File: config.mk
export PLATFORM = sky130hd
export DESIGN_NAME = id_ex_latch
export DESIGN_NICKNAME = d
export VERILOG_FILES = /design/src/rtl/id_ex_latch.sv
export SDC_FILE = /design/constraint.sdc
export NUM_CORES = 1
export LEC_CHECK = 0
export ABC_CLOCK_PERIOD_IN_PS = 2200
export CAP_MARGIN = 30
export CORE_MARGIN = 3
export CORE_UTILIZATION = 43
export CTS_CLUSTER_DIAMETER = 40
export DETAILED_ROUTE_END_ITERATION = 8
export GPL_TIMING_DRIVEN = 0
export PLACE_DENSITY = 0.86
export SYNTH_ARGS = -nofsm -noshare
export SYNTH_HDL_FRONTEND = slang
export SYNTH_SLANG_ARGS = --single-unit
File: constraint.sdc
create_clock -name clk -period 2.2 [get_ports clk]
set_clock_uncertainty 0.2 [all_clocks]
set_input_delay 0.44 -clock clk [delete_from_list [all_inputs] [get_ports clk]]
set_output_delay 0.44 -clock clk [all_outputs]
set_load 0.01 [all_outputs]
File: src/rtl/id_ex_latch.sv
`default_nettype none
// ---------------------------------------------------------------------------
// id_ex_latch : decode->execute pipeline register with stall, flush, sticky HALT
// Optional STALL_CNT_EN adds saturating stall/flush event counters.
// Revision   : 1.0
// ---------------------------------------------------------------------------
module id_ex_latch #(
  parameter int DATA_W = 16,
  parameter int CTRL_W = 12
) (
  input  logic              clk,
  input  logic              rst,
  input  logic              stall,
  input  logic              flush,
  input  logic              id_valid,
  input  logic [15:0]       id_instr,
  input  logic [DATA_W-1:0] id_pc_plus2,
  input  logic [DATA_W-1:0] id_imm,
  input  logic [DATA_W-1:0] id_rd1,
  input  logic [DATA_W-1:0] id_rd2,
  input  logic [2:0]        id_wr_reg,
  input  logic [CTRL_W-1:0] id_ctrl,
  input  logic              id_halt,
  output logic              ex_valid,
  output logic [15:0]       ex_instr,
  output logic [DATA_W-1:0] ex_pc_plus2,
  output logic [DATA_W-1:0] ex_imm,
  output logic [DATA_W-1:0] ex_rd1,
  output logic [DATA_W-1:0] ex_rd2,
  output logic [2:0]        ex_wr_reg,
  output logic [CTRL_W-1:0] ex_ctrl,
  output logic              ex_halt,
`ifdef STALL_CNT_EN
  output logic [15:0]       stall_cycles,
  output logic [15:0]       flush_cycles,
`endif
  output logic              halted
);

  localparam logic [15:0] NOP_INSTR = 16'h0800;

  typedef enum logic [0:0] {
    ST_RUN    = 1'b0,
    ST_HALTED = 1'b1
  } state_t;

  state_t              state_q, state_d;
  logic                valid_q, valid_d;
  logic [15:0]         instr_q, instr_d;
  logic [DATA_W-1:0]   pc_q, pc_d;
  logic [DATA_W-1:0]   imm_q, imm_d;
  logic [DATA_W-1:0]   rd1_q, rd1_d;
  logic [DATA_W-1:0]   rd2_q, rd2_d;
  logic [2:0]          wr_reg_q, wr_reg_d;
  logic [CTRL_W-1:0]   ctrl_q, ctrl_d;
  logic                halt_q, halt_d;

  always_comb begin
    state_d  = state_q;
    valid_d  = valid_q;
    instr_d  = instr_q;
    pc_d     = pc_q;
    imm_d    = imm_q;
    rd1_d    = rd1_q;
    rd2_d    = rd2_q;
    wr_reg_d = wr_reg_q;
    ctrl_d   = ctrl_q;
    halt_d   = halt_q;
    if (!stall) begin
      // Once halted, nothing new enters execute until reset.
      if (state_q == ST_HALTED || flush || !id_valid) begin
        valid_d  = 1'b0;
        instr_d  = NOP_INSTR;
        pc_d     = '0;
        imm_d    = '0;
        rd1_d    = '0;
        rd2_d    = '0;
        wr_reg_d = '0;
        ctrl_d   = '0;
        halt_d   = 1'b0;
      end else begin
        valid_d  = 1'b1;
        instr_d  = id_instr;
        pc_d     = id_pc_plus2;
        imm_d    = id_imm;
        rd1_d    = id_rd1;
        rd2_d    = id_rd2;
        wr_reg_d = id_wr_reg;
        ctrl_d   = id_ctrl;
        halt_d   = id_halt;
        if (id_halt) begin
          state_d = ST_HALTED;
        end
      end
    end
  end

  always_ff @(posedge clk) begin
    if (rst) begin
      state_q  <= ST_RUN;
      valid_q  <= 1'b0;
      instr_q  <= NOP_INSTR;
      pc_q     <= '0;
      imm_q    <= '0;
      rd1_q    <= '0;
      rd2_q    <= '0;
      wr_reg_q <= '0;
      ctrl_q   <= '0;
      halt_q   <= 1'b0;
    end else begin
      state_q  <= state_d;
      valid_q  <= valid_d;
      instr_q  <= instr_d;
      pc_q     <= pc_d;
      imm_q    <= imm_d;
      rd1_q    <= rd1_d;
      rd2_q    <= rd2_d;
      wr_reg_q <= wr_reg_d;
      ctrl_q   <= ctrl_d;
      halt_q   <= halt_d;
    end
  end

  assign ex_valid    = valid_q;
  assign ex_instr    = instr_q;
  assign ex_pc_plus2 = pc_q;
  assign ex_imm      = imm_q;
  assign ex_rd1      = rd1_q;
  assign ex_rd2      = rd2_q;
  assign ex_wr_reg   = wr_reg_q;
  assign ex_ctrl     = ctrl_q;
  assign ex_halt     = halt_q;
  assign halted      = (state_q == ST_HALTED);

`ifdef STALL_CNT_EN
  logic [15:0] stall_cnt_q, stall_cnt_d;
  logic [15:0] flush_cnt_q, flush_cnt_d;

  // Counters saturate and freeze once the core has halted.
  always_comb begin
    stall_cnt_d = stall_cnt_q;
    flush_cnt_d = flush_cnt_q;
    if (state_q == ST_RUN) begin
      if (stall) begin
        if (stall_cnt_q != 16'hFFFF) stall_cnt_d = stall_cnt_q + 16'd1;
      end else if (flush) begin
        if (flush_cnt_q != 16'hFFFF) flush_cnt_d = flush_cnt_q + 16'd1;
      end
    end
  end

  always_ff @(posedge clk) begin
    if (rst) begin
      stall_cnt_q <= '0;
      flush_cnt_q <= '0;
    end else begin
      stall_cnt_q <= stall_cnt_d;
      flush_cnt_q <= flush_cnt_d;
    end
  end

  assign stall_cycles = stall_cnt_q;
  assign flush_cycles = flush_cnt_q;
`endif

endmodule
`default_nettype wire
==> results of run 1 <==
routing by layer:
metal	share of wire (%)	track usage (%)	vias up
met4	2.3	8.81	0
met2	48	37.9	152
met5	0	0	-
li1	-	-	1693
met1	39	25.7	1723
met3	10	7.71	20
worst register-to-register path: stages (launching register included):
cell and delay, ns:
dfxtp_1 0.35, nor2_2 0.28, buf_4 0.24, buf_2 0.24, a32o_1 0.19
logic make-up after synthesis:
kind of cell / Yosys count / synth area share (%)
AO/OA/AOI/OAI: 98 / 25.6
buffers and inverters: 44 / 6.66
flip-flops: 98 / 51.4
AND/OR/NAND/NOR: 100 / 16.3
through the flow:
stage | instances | utilization [%] | hold slack (ns)
after detailed placement | 642 | 70.3 | 0.249
after floorplan | 340 | - | 0.267
after global placement | 642 | 70.3 | 0.241
after CTS | 657 | 72.4 | 0.263
final | 657 | 72.4 | 0.258
after global routing | 657 | 72.4 | 0.286
layout by cell type (no fill, tap or decap):
| cell | netlist | routed |
|---|---|---|
| nor2_1 | 1 | 1 |
| nor2b_1 | 97 | 97 |
| nor2_2 | 1 | 1 |
| clkinvlp_4 | 0 | 3 |
| a22o_1 | 1 | 1 |
| a32oi_1 | 1 | 1 |
| dfxtp_1 | 98 | 98 |
| clkdlybuf4s50_1 | 0 | 197 |
| inv_1 | 2 | 2 |
| a32o_1 | 96 | 96 |
| buf_6 | 4 | 4 |
| nor3_1 | 1 | 1 |
| clkinv_2 | 0 | 1 |
| buf_2 | 26 | 26 |
| clkbuf_1 | 5 | 5 |
| buf_4 | 7 | 7 |
| clkbuf_8 | 0 | 11 |
worst max-delay path by stage:
stage,startpoint,to,slack [ns]
after floorplan,id_valid,ex_imm[10],0.69
after global placement,stall,ex_instr[11],0.03
after detailed placement,stall,ex_rd1[8],0.03
after CTS,halted,halted,0.23
after global routing,halted,halted,0.19
final,halted,halted,0.25
synthesized netlist by cell type, drive strengths merged:
master	instances	area, sq um
nor3	1	5.00
a32o	96	961
dfxtp	98	1960
a32oi	1	8.76
inv	2	7.51
a22o	1	8.76
nor2b	97	607
nor2	2	10.0
buf	37	228
clkbuf	5	18.8
cell type report:
type / count / area [sq um]
tap: 105 / 131
timing repair buffer: 197 / 1970
sequential: 98 / 1960
buffer: 42 / 246
clock buffer: 11 / 151
multi-input combinational: 198 / 1600
inverter: 2 / 7.51
clock inverter: 4 / 27.5
fill: 623 / 2320
power by group through the flow:
stage | combinational (mW) | clock, mW | sequential (mW)
floorplan | 0.225 | 0 | 1.90
global placement | 0.556 | 0 | 1.88
detailed placement | 0.566 | 0 | 1.88
CTS | 0.570 | 1.09 | 1.84
global route | 0.612 | 1.15 | 1.85
finish | 0.566 | 1.06 | 1.84
==> impl_metrics.json, run 1 <==
{
  "rr_endpoint": "ex_imm[12]",
  "rows": 33,
  "grt_first_pass_wirelength_um": 17900,
  "finalCritPeriodShare_pct": 88.7,
  "slowest_delay_ns": 0.57,
  "arrival_ns": 1.31,
  "start_util_pct": 45.3,
  "h-tree-depth": 3,
  "grt_pass1_vias": 3656,
  "crit_fanout": 4,
  "r2r_cells": 4,
  "maxCapViolations": 0,
  "route.detailed.drc": 0,
  "p_int_mw": 2.62,
  "synth_cell_types": 13,
  "wl_per_cell_um": 17.2,
  "synth.yosys.seq_area_share_pct": 51.4,
  "dp_slack_ns": 0.0279,
  "power.net_switching_mw": 0.841,
  "rsz0062_at_grt": "no",
  "clkSinkCount": 98,
  "finalHoldViolations": 0,
  "place_area_sq_um": 5920,
  "place_congestion": 0.840,
  "combinationalPowerShare_pct": 16.3,
  "antenna_found_initial": 0,
  "grt_overflow": 0,
  "core-area_sq_um": 8420,
  "clk_pin_slew_ns": 0.09,
  "dieWidth_um": 100,
  "area_growth_pct": 59.8,
  "power_density_nw_per_um2": 568,
  "ctsResizeCount": 0,
  "cts_tree": "yes",
  "peakVddDrop_mv": 0.341,
  "avgSynthCellArea_sq_um": 11.2,
  "maxSlewHeadroom_pct": 69.9,
  "hold_buffers": 0,
  "slowest_stage": "clkdlybuf4s50_1",
  "drt_iter0_drc": 126,
  "syn_inst": 340,
  "cts_buffer_depth": 2,
  "switching_share_pct": 24.3,
  "syn-num-nets": 441,
  "yosysWarnings": 0,
  "hp-start": "ex_instr[11]",
  "worstPathCellList": "clkdlybuf4s50_1",
  "status": "complete, no violations",
  "max_freq_mhz": 513,
  "path_buf_inv": 1,
  "cp_top_family": "buffers and inverters",
  "r2r_setup_slack_ns": 0.65,
  "post_cts_buffers": 0,
  "tightestPinTransition_ns": 0.452,
  "drtPass1Iterations": 4,
  "finalSetupViolCount": 0,
  "worstPathRequired_ns": 1.56,
  "vias": 3588,
  "numCtsBuffers": 9,
  "power.share.clock_pct": 30.5,
  "root_buffer": "clkbuf_8",
  "critPathLaunchType": "flop",
  "io_pins": 199,
  "setup_tns_ns": 0,
  "holdPathEnd": "ex_instr[11]",
  "layout_setup_ws_ns": 0.250,
  "antennaDiodeCount": 0,
  "final_max_slew_viol_count": 0,
  "crit_path_end_kind": "output pin",
  "worstHoldPathType": "flop to flop",
  "die_h_um": 100,
  "crit_cells": 1,
  "reg2reg_from": "halted",
  "vias_per_cell": 5.46,
  "fin_area_sq_um": 6100,
  "dp_hpwl_um": 8650,
  "track_usage_pct": 22.3,
  "netlist_area_sq_um": 3820,
  "hold-path-cell-count": 2,
  "final_nets": 649,
  "die_area_sq_um": 10000,
  "ys_ff_latch": 98,
  "ant_nets": 0,
  "fin_crit_ns": 1.95,
  "leakage_nw": 2.19,
  "seqPwrFrac_pct": 53.1,
  "drive_above_1_share_pct": 9.60,
  "placement.io_buffers": 197,
  "grt_max_degree": 16,
  "insertion_delay_ns": 0.34,
  "wl_um": 11300,
  "finalPower_mw": 3.46,
  "crit_type": "flop to output pin"
}
Note: power is estimated with default switching activity, not from simulation.
==> run 2, diff against run 1 <==
--- a/config.mk
+++ b/config.mk
@@ -7,12 +7,13 @@
 export LEC_CHECK = 0
 export ABC_CLOCK_PERIOD_IN_PS = 2200
 export CAP_MARGIN = 30
-export CORE_MARGIN = 3
+export CORE_MARGIN = 1.5
 export CORE_UTILIZATION = 43
 export CTS_CLUSTER_DIAMETER = 40
 export DETAILED_ROUTE_END_ITERATION = 8
 export GPL_TIMING_DRIVEN = 0
 export PLACE_DENSITY = 0.86
+export SLEW_MARGIN = 10
 export SYNTH_ARGS = -nofsm -noshare
 export SYNTH_HDL_FRONTEND = slang
 export SYNTH_SLANG_ARGS = --single-unit
==> impl_metrics.json, run 2 (synthesized netlist as in run 1, its figures left out) <==
{
  "grt_max_degree": 17,
  "cts_buffer_depth": 2,
  "dp_hpwl_um": 8200,
  "arrival_ns": 1.33,
  "route.detailed.drc": 0,
  "fin_crit_ns": 1.97,
  "worstPathRequired_ns": 1.56,
  "maxCapViolations": 0,
  "finalCritPeriodShare_pct": 89.3,
  "die_area_sq_um": 9450,
  "wl_um": 11000,
  "cp_top_family": "buffers and inverters",
  "hold_buffers": 0,
  "critPathLaunchType": "flop",
  "die_h_um": 97.2,
  "final_max_slew_viol_count": 0,
  "ant_nets": 0,
  "status": "complete, no violations",
  "grt_util_met2_pct": 39.5,
  "peakVddDrop_mv": 0.329,
  "drtPass1Iterations": 4,
  "crit_type": "flop to output pin",
  "grt_overflow": 0,
  "final_nets": 649,
  "post_cts_buffers": 0,
  "numCtsBuffers": 9,
  "slowest_stage": "clkdlybuf4s50_1",
  "area_growth_pct": 60.4,
  "h-tree-depth": 3,
  "dieWidth_um": 97.2,
  "path_buf_inv": 1,
  "fin_area_sq_um": 6120,
  "antennaDiodeCount": 0,
  "core-area_sq_um": 8680,
  "layout_commonest_cell": "clkdlybuf4s50_1",
  "clkSinkCount": 98,
  "rows": 34,
  "finalHoldViolations": 0,
  "grt_util_met1_pct": 26.7,
  "insertion_delay_ns": 0.35,
  "worstHoldPathType": "flop to flop",
  "whs_ns": 0.271,
  "worstPathCellList": "clkdlybuf4s50_1",
  "drive_above_1_share_pct": 9.76,
  "cts_tree": "yes",
  "start_util_pct": 44.0,
  "slowest_delay_ns": 0.57,
  "place_area_sq_um": 5920,
  "place_congestion": 0.818,
  "antenna_found_initial": 0,
  "max_freq_mhz": 509,
  "io_pins": 199,
  "tightestPinTransition_ns": 0.438,
  "root_buffer": "clkbuf_8",
  "clk_pin_slew_ns": 0.10,
  "crit_path_end_kind": "output pin",
  "grt-busiest-layer": "met2",
  "ctsResizeCount": 0,
  "crit_fanout": 4,
  "power_density_nw_per_um2": 577,
  "leakage_nw": 2.21,
  "vias_per_cell": 5.44,
  "mostFrequentLayoutCells": "clkdlybuf4s50_1, dfxtp_1, nor2b_1, a32o_1, buf_2",
  "grt_first_pass_wirelength_um": 17600,
  "grt_pass1_vias": 3534,
  "grt_util_met3_pct": 7.48,
  "wl_per_cell_um": 16.6,
  "finalSetupViolCount": 0,
  "track_usage_pct": 22.8,
  "rsz0062_at_grt": "no",
  "maxSlewHeadroom_pct": 70.8,
  "placement.io_buffers": 197,
  "vias": 3596,
  "setup_tns_ns": 0,
  "drt_iter0_drc": 90
}
==> run 2: area by class of cell <==
| class | count | area [sq um] |
|---|---|---|
| fill | 672 | 2560 |
| timing repair buffer | 197 | 1970 |
| sequential | 98 | 1960 |
| multi-input combinational | 198 | 1600 |
| buffer | 42 | 246 |
| clock buffer | 12 | 165 |
| tap | 108 | 135 |
| clock inverter | 4 | 33.8 |
| inverter | 2 | 7.51 |
==> run 2: stage by stage <==
step,util [%],power [mW],cells,worst slack (ns)
global route,70.5,3.68,661,0.159
global placement,68.3,2.43,645,0.0182
finish,70.5,3.53,661,0.235
floorplan,-,2.13,340,0.688
CTS,70.5,3.56,661,0.213
detailed placement,68.3,2.45,645,-0.0612
==> run 2: routing by layer <==
metal	part of all wire, %	up-vias	routed length, um
met5	0	-	0
met2	49	160	5340
met4	1.8	0	197
met1	41	1716	4470
met3	8.7	18	948
li1	-	1702	-
==> run 2: final timing paths <==
kind	from	end	slack (ns)	cells after the start
worst min register to register	ex_rd2[2]	ex_rd2[2]	0.27	1
worst max register to register	halted	ex_instr[11]	0.55	4
worst max-delay path	halted	halted	0.23	1
worst min-delay path	ex_rd2[2]	ex_rd2[2]	0.27	1
==> run 2: report_power, final <==
group | switching, mW | internal (mW) | leakage (nW)
Clock | 0.613 | 0.513 | 0.0992
Combinational | 0.226 | 0.340 | 1.32
Sequential | 0.0231 | 1.82 | 0.795
Total | 0.862 | 2.67 | 2.21
==> run 3, diff against run 2 <==
--- a/config.mk
+++ b/config.mk
@@ -12,6 +12,7 @@
 export CTS_CLUSTER_DIAMETER = 40
 export DETAILED_ROUTE_END_ITERATION = 8
 export GPL_TIMING_DRIVEN = 0
+export MAX_ROUTING_LAYER = met4
 export PLACE_DENSITY = 0.86
 export SLEW_MARGIN = 10
 export SYNTH_ARGS = -nofsm -noshare
==> impl_metrics.json, run 3 (synthesized netlist as in run 1, its figures left out) <==
{
  "status": "complete, no violations",
  "grt_pass1_vias": 3546,
  "finalSetupViolCount": 0,
  "dp_hpwl_um": 8200,
  "whs_ns": 0.271,
  "hold_buffers": 0,
  "grt_util_met3_pct": 6.19,
  "rsz0062_at_grt": "no",
  "dp_slack_ns": -0.0612,
  "crit_cells": 1,
  "hold-path-cell-count": 1,
  "finalCritPeriodShare_pct": 89.2,
  "drtPass1Iterations": 4,
  "antennaDiodeCount": 0,
  "wl_um": 11000,
  "clkSinkCount": 98,
  "path_buf_inv": 1,
  "worstPathRequired_ns": 1.56,
  "grt-busiest-layer": "met2",
  "slowest_delay_ns": 0.57,
  "grt_util_met2_pct": 39.6,
  "clk_pin_slew_ns": 0.10,
  "cp_top_family": "buffers and inverters",
  "cts_tree": "yes",
  "route.detailed.drc": 0,
  "post_cts_buffers": 0,
  "rows": 34,
  "start_util_pct": 44.0,
  "dieWidth_um": 97.2,
  "h-tree-depth": 3,
  "tightestPinTransition_ns": 0.438,
  "place_congestion": 0.831,
  "max_freq_mhz": 510,
  "ctsResizeCount": 0,
  "grt_max_degree": 17,
  "power_density_nw_per_um2": 577,
  "worstHoldPathType": "flop to flop",
  "vias_per_cell": 5.44,
  "r2r_cells": 4,
  "grt_first_pass_wirelength_um": 17500,
  "maxSlewHeadroom_pct": 70.8,
  "numCtsBuffers": 9,
  "worstPathCellList": "clkdlybuf4s50_1",
  "placement.io_buffers": 197,
  "grt_overflow": 0,
  "final_nets": 649,
  "crit_path_end_kind": "output pin",
  "die_area_sq_um": 9450,
  "peakVddDrop_mv": 0.329,
  "arrival_ns": 1.32,
  "layout_setup_ws_ns": 0.237,
  "cts_buffer_depth": 2,
  "leakage_nw": 2.21,
  "grt_util_met1_pct": 27.3,
  "mostFrequentLayoutCells": "clkdlybuf4s50_1, dfxtp_1, nor2b_1, a32o_1, buf_2",
  "final_max_slew_viol_count": 0,
  "insertion_delay_ns": 0.35,
  "maxCapViolations": 0,
  "track_usage_pct": 23.4,
  "drt_iter0_drc": 102,
  "core-area_sq_um": 8680,
  "slowest_stage": "clkdlybuf4s50_1",
  "ant_nets": 0,
  "finalHoldViolations": 0,
  "die_h_um": 97.2,
  "drive_above_1_share_pct": 9.76,
  "layout_commonest_cell": "clkdlybuf4s50_1",
  "vias": 3596,
  "io_pins": 199,
  "crit_fanout": 4,
  "crit_type": "flop to output pin",
  "critPathLaunchType": "flop",
  "antenna_found_initial": 0,
  "finalPower_mw": 3.53,
  "wl_per_cell_um": 16.6,
  "fin_crit_ns": 1.96,
  "root_buffer": "clkbuf_8",
  "area_growth_pct": 60.4
}
==> run 3: cell counts in the layout (fill, tap and decap cells not counted) <==
No cell type changed its count.
==> run 3: worst paths after layout <==
path,from,to,slack (ns)
max,halted,halted,0.24
min,ex_rd2[2],ex_rd2[2],0.27
max reg2reg,halted,ex_instr[11],0.55
min reg2reg,ex_rd2[2],ex_rd2[2],0.27
==> run 3: report_power, final <==
group	leakage (nW)	internal (mW)	switching (mW)
combinational	1.32	0.340	0.226
clock	0.0992	0.513	0.612
sequential	0.795	1.82	0.0231
==> run 3: layer usage <==
metal	up-vias	share of wire, %
li1	1700	-
met1	1727	42
met2	153	49
met3	16	7.6
met4	0	1.6
met5	-	0
==> run 3: area by class of cell <==
type	instances	area, sq um
timing repair buffer	197	1970
tap	108	135
inverter	2	7.51
buffer	42	246
sequential	98	1960
multi-input combinational	198	1600
clock inverter	4	33.8
fill	672	2560
clock buffer	12	165
==> run 3: stage by stage <==
step | cells | utilization (%) | TNS, ns | area (sq um)
2_1_floorplan | 340 | - | 0 | 3820
3_3_place_gp | 645 | 68.3 | 0 | 5920
3_5_place_dp | 645 | 68.3 | -0.721 | 5920
4_1_cts | 661 | 70.5 | 0 | 6120
5_1_grt | 661 | 70.5 | 0 | 6120
6_report | 661 | 70.5 | 0 | 6120
